[src/rtl/john_decoder.sv]
// john_decoder: decodes and tracks a 4-bit Johnson counter.
// Legal codes are mapped to a binary index 0..7. A three-state tracker
// (SEARCH -> CONFIRM -> LOCKED) accepts only forward steps (i -> i+1 mod 8).
// It flags out-of-sequence codes, illegal codes, stalls and the 7 -> 0 wrap,
// and keeps a saturating error count. All outputs are registered.
module john_decoder (
  input  logic       clk,
  input  logic       rst,
  input  logic       en,
  input  logic [3:0] code_in,
  input  logic       err_clr,
  output logic [2:0] count,
  output logic       valid,
  output logic       locked,
  output logic       seq_err,
  output logic       illegal,
  output logic       stall,
  output logic       wrap,
  output logic [7:0] err_cnt
);

  typedef enum logic [1:0] {
    SEARCH  = 2'd0,
    CONFIRM = 2'd1,
    LOCKED  = 2'd2
  } state_e;

  state_e     state_q, state_d;
  // count_q is also the stored index that the tracker compares against.
  // It is only ever loaded from a legal sample, so the two never differ.
  logic [2:0] count_q, count_d;
  logic       valid_q, valid_d;
  logic       locked_q, locked_d;
  logic       seq_err_q, seq_err_d;
  logic       illegal_q, illegal_d;
  logic       stall_q, stall_d;
  logic       wrap_q, wrap_d;
  logic [7:0] err_cnt_q, err_cnt_d;

  logic       code_legal;
  logic [2:0] code_idx;
  logic [2:0] succ_idx;

  // Map the sampled Johnson code to its index and flag codes outside the set.
  always_comb begin
    // NOTE: every combinational output gets a default first, so no path
    // through the case can leave it unassigned and infer a latch.
    code_legal = 1'b1;
    code_idx   = 3'd0;
    case (code_in)
      4'b0000: code_idx = 3'd0;
      4'b1000: code_idx = 3'd1;
      4'b1100: code_idx = 3'd2;
      4'b1110: code_idx = 3'd3;
      4'b1111: code_idx = 3'd4;
      4'b0111: code_idx = 3'd5;
      4'b0011: code_idx = 3'd6;
      4'b0001: code_idx = 3'd7;
      default: code_legal = 1'b0;
    endcase
  end

  // The 3-bit add wraps 7 -> 0 on its own, which gives the mod-8 successor.
  assign succ_idx = count_q + 3'd1;

  // Compute the next tracker state, the index, the event pulses and the error count.
  always_comb begin
    state_d   = state_q;
    count_d   = count_q;
    valid_d   = valid_q;
    seq_err_d = 1'b0;
    illegal_d = 1'b0;
    stall_d   = 1'b0;
    wrap_d    = 1'b0;

    if (en) begin
      if (!code_legal) begin
        // An illegal code drops any lock. The index is kept.
        illegal_d = 1'b1;
        valid_d   = 1'b0;
        state_d   = SEARCH;
      end else begin
        valid_d = 1'b1;
        count_d = code_idx;
        case (state_q)
          SEARCH: begin
            state_d = CONFIRM;
          end
          CONFIRM: begin
            // A legal code that is not the successor restarts confirmation
            // from the new index. It is not counted as a sequence error.
            if (code_idx == succ_idx) begin
              state_d = LOCKED;
            end
          end
          LOCKED: begin
            if (code_idx == succ_idx) begin
              wrap_d = (count_q == 3'd7);
            end else if (code_idx == count_q) begin
              stall_d = 1'b1;
            end else begin
              seq_err_d = 1'b1;
              state_d   = CONFIRM;
            end
          end
          default: begin
            state_d = SEARCH;
          end
        endcase
      end
    end

    locked_d = (state_d == LOCKED);

    // Clear wins over a simultaneous error. The count sticks at 255.
    err_cnt_d = err_cnt_q;
    if (err_clr) begin
      err_cnt_d = 8'd0;
    end else if ((seq_err_d || illegal_d) && (err_cnt_q != 8'hFF)) begin
      err_cnt_d = err_cnt_q + 8'd1;
    end
  end

  // Register all state and outputs, with synchronous active-low reset.
  always_ff @(posedge clk) begin
    // NOTE: sequential state uses non-blocking assignments only. All flops
    // then update together from the values present before the edge.
    if (!rst) begin
      state_q   <= SEARCH;
      count_q   <= 3'd0;
      valid_q   <= 1'b0;
      locked_q  <= 1'b0;
      seq_err_q <= 1'b0;
      illegal_q <= 1'b0;
      stall_q   <= 1'b0;
      wrap_q    <= 1'b0;
      err_cnt_q <= 8'd0;
    end else begin
      state_q   <= state_d;
      count_q   <= count_d;
      valid_q   <= valid_d;
      locked_q  <= locked_d;
      seq_err_q <= seq_err_d;
      illegal_q <= illegal_d;
      stall_q   <= stall_d;
      wrap_q    <= wrap_d;
      err_cnt_q <= err_cnt_d;
    end
  end

  assign count   = count_q;
  assign valid   = valid_q;
  assign locked  = locked_q;
  assign seq_err = seq_err_q;
  assign illegal = illegal_q;
  assign stall   = stall_q;
  assign wrap    = wrap_q;
  assign err_cnt = err_cnt_q;

endmodule

[config.mk]
export PLATFORM = sky130hd
export DESIGN_NAME = john_decoder
export DESIGN_NICKNAME = d
export VERILOG_FILES = /design/src/rtl/john_decoder.sv
export SDC_FILE = /design/constraint.sdc
export NUM_CORES = 1
export LEC_CHECK = 0
export CORE_UTILIZATION = 54
export DETAILED_ROUTE_END_ITERATION = 8
export PLACE_DENSITY = 0.81
export SYNTH_ARGS = -nofsm -noshare
export SYNTH_HDL_FRONTEND = slang
export SYNTH_SLANG_ARGS = --single-unit
export TNS_END_PERCENT = 1
[constraint.sdc]
create_clock -name clk -period 7.85 [get_ports clk]
set_clock_uncertainty 0.1 [all_clocks]
set_input_delay 1.9625 -clock clk [delete_from_list [all_inputs] [get_ports clk]]
set_output_delay 1.9625 -clock clk [all_outputs]
set_load 0.01 [all_outputs]
==> flow_summary.json <==
{
  "max_slew_margin_pct": 55.4,
  "fin_crit_ps": 4660,
  "cp-startpoint": "code_in[3]",
  "grt_pass1_vias": 1087,
  "clk_latency_ps": 300,
  "grt_overflow": 0,
  "area_growth_pct": 22.3,
  "post_cts_buffers": 0,
  "avgSynthCellArea_um2": 8.49,
  "clockBufferDepth": 2,
  "crit_chain": "clkdlybuf4s50_1, mux2_4, mux2i_4, and2b_4, nand3_4, o32ai_2, a31oi_1, a41o_1",
  "synth-seq-area-share_pct": 31.8,
  "vias": 1156,
  "root_buffer": "clkbuf_4",
  "wirelength_um": 2790,
  "synth_cell_types": 47,
  "dpl.hpwl_um": 2060,
  "cts_resized": 0,
  "postRouteAntennaNets": 0,
  "via_per_inst": 6.08,
  "grt_max_degree": 17,
  "antenna_found_initial": 0,
  "fin_crit_sh_pct": 59.4,
  "setup_viol": 0,
  "top_usage_layer": "met2",
  "start_util_pct": 59.2,
  "place_area_um2": 1440,
  "reg2reg_from": "count[1]",
  "grt_pass1_wl_um": 4750,
  "yosysTopAreaCell": "dfxtp_1",
  "antenna_cells": 0,
  "hold_class": "register to register",
  "drive_gt1_share_pct": 9.20,
  "grt_util_met1_pct": 30.8,
  "maxSlewViolCount": 0,
  "num_rows": 16,
  "port_buffers": 24,
  "ys_ff_latch": 19,
  "wl_per_cell_um": 14.7,
  "power_leakage_nw": 0.510,
  "rrSetupSlack_ps": 4970,
  "cts_tree": "built",
  "stdcell_area_um2": 1460,
  "synth_area_leaders": "dfxtp_1 32%, nor2_1 5.0%, a21oi_1 3.3%, a31oi_1 3.1%, ha_1 3.1%",
  "use_met2_pct": 44.3,
  "rr_worst_depth": 9,
  "fmax_mhz": 214,
  "drv_cap": 0,
  "cp_slowest_stage_delay_ps": 820,
  "cp-end-kind": "register",
  "ios": 25,
  "ctsHtreeMaxLevel": 1,
  "critPathKind": "input pin to register",
  "cts_made_buffers": 3,
  "synth_top_area_share_pct": 31.8,
  "run_status": "finished clean",
  "start_kind": "input pin",
  "syn_area_um2": 1200,
  "p_switching_mw": 0.0607,
  "max_slew.worst_pin.slew_ps": 668,
  "nNetsFinal": 175,
  "arrival_ps": 4770,
  "ctsHoldBuffers": 0,
  "die_y_um": 49.1,
  "synth_edf_count": 0,
  "finalWeightedCongestion": 0.862,
  "die_w_um": 49.1,
  "grt_usage_pct": 25.3,
  "grtUsageMet3_pct": 3.12,
  "combPwrFrac_pct": 23.4,
  "final_util_pct": 72.4,
  "synth_flop_cell": "dfxtp_1",
  "cellPowerDensity_nw_per_um2": 137,
  "ir_drop_v": 0.000117,
  "holdWs_ps": 388,
  "crit_fanout": 16,
  "fin_tns_setup_ps": 0,
  "dieArea_um2": 2410,
  "drc": 0,
  "critPathSlowestCell": "clkdlybuf4s50_1",
  "synthesis.instances": 141,
  "regToRegEndpoint": "err_cnt[2]",
  "final.setup.worst_slack_ps": 3190,
  "core_area_um2": 2020,
  "seq_power_share_pct": 50.8,
  "setup.worst_path.end": "err_cnt[2]",
  "clk_pin_slew_ps": 110,
  "cts_sinks": 19,
  "clkPwrFrac_pct": 25.9,
  "power.internal_mw": 0.139,
  "initialDrtViolationCount": 27,
  "dp_slack_ps": 2890,
  "netSwitchingFraction_pct": 30.4,
  "final-hold-violation-count": 0,
  "async_flop_share_pct": 0,
  "drt_pre_antenna_iters": 4,
  "required_ps": 7960,
  "yosys_warnings": 0,
  "syn_nets": 152,
  "rsz0062_at_grt": "no"
}
kinds of logic after synthesis:
family,after synthesis,synth area share [%]
simple gates,62,29.1
compound gates,39,24.7
flops,19,31.8
buf+inv,11,4.49
xor+xnor,4,2.93
mux,3,3.97
fa+ha+maj,3,3.14
area by class of cell:
class	count	area (um2)
inverters	5	18.8
multi-input cells	111	763
well taps	27	33.8
clock buffers	3	22.5
fillers	157	558
flip-flops and latches	19	380
repair buffers	24	240
clock inverters	1	5.00
cells in the mapped netlist (3+ instances only):
cell      instances
dfxtp_1          19
nor2_1           16
nand2_1          10
a21oi_1           8
a31oi_1           6
nand3_1           6
o21ai_0           5
buf_2             4
inv_1             4
xnor2_1           4
ha_1              3
nand2b_1          3
nand4_1           3
nor2b_1           3
nor3b_1           3
layer usage:
layer | vias to the layer above | wire length, um
li1 | 572 | -
met1 | 551 | 1280
met2 | 29 | 1370
met3 | 4 | 98
met4 | 0 | 48
met5 | - | 0
worst min path at each step:
stage	slack, ps	start	cells past startpoint	to
after floorplan	390	err_cnt[4]	2	err_cnt[4]
after global placement	370	err_cnt[4]	2	err_cnt[4]
after detailed placement	370	err_cnt[4]	2	err_cnt[4]
after CTS	390	err_cnt[4]	2	err_cnt[4]
after global routing	450	err_cnt[4]	2	err_cnt[4]
final	390	err_cnt[4]	2	err_cnt[4]
power groups by stage:
stage                     clock network [mW]  registers [mW]  logic (mW)
after floorplan                            0           0.104      0.0328
final                                 0.0517           0.102      0.0467
after CTS                             0.0535           0.102      0.0463
after global placement                     0           0.104      0.0448
after detailed placement                   0           0.104      0.0462
after global routing                  0.0564           0.102      0.0508
layout by cell type (no fill, tap or decap), types with 2 or more instances in the layout:
cell	n
and4b_1	2
clkdlybuf4s50_1	24
o21ai_0	5
a211oi_1	2
dfxtp_1	19
a21oi_2	2
nor4b_1	2
nor3b_1	3
a211o_1	2
ha_1	3
nand3_1	6
nor2b_1	3
clkbuf_4	3
and2_1	2
and3_1	2
nor4_1	2
a31oi_1	6
a41o_1	2
inv_1	4
nand2_1	10
nor3_1	2
nor2_1	16
xnor2_1	4
o21a_1	2
a21oi_1	8
nand2b_1	3
a311oi_1	2
nand4_1	3
critical path, delay by kind of cell:
kind	cells	cell delay [ps]
and+or+nand+nor	2	320
muxes	2	600
buffers and inverters	1	820
AOI/OAI and AO/OA	3	1060
metrics by stage:
step | cells | power (mW)
final | 190 | 0.200
after floorplan | 141 | 0.137
after global routing | 190 | 0.209
after detailed placement | 186 | 0.150
after CTS | 190 | 0.201
after global placement | 186 | 0.148
registers in the layout, summed over array words and instances, names as in the netlist:
| register | cells |
|---|---|
| locked | 1 |
| state_q | 2 |
| illegal | 1 |
| err_cnt | 8 |
| count | 3 |
| wrap | 1 |
| seq_err | 1 |
| valid | 1 |
| stall | 1 |
Power figures use the tool's default switching activity.
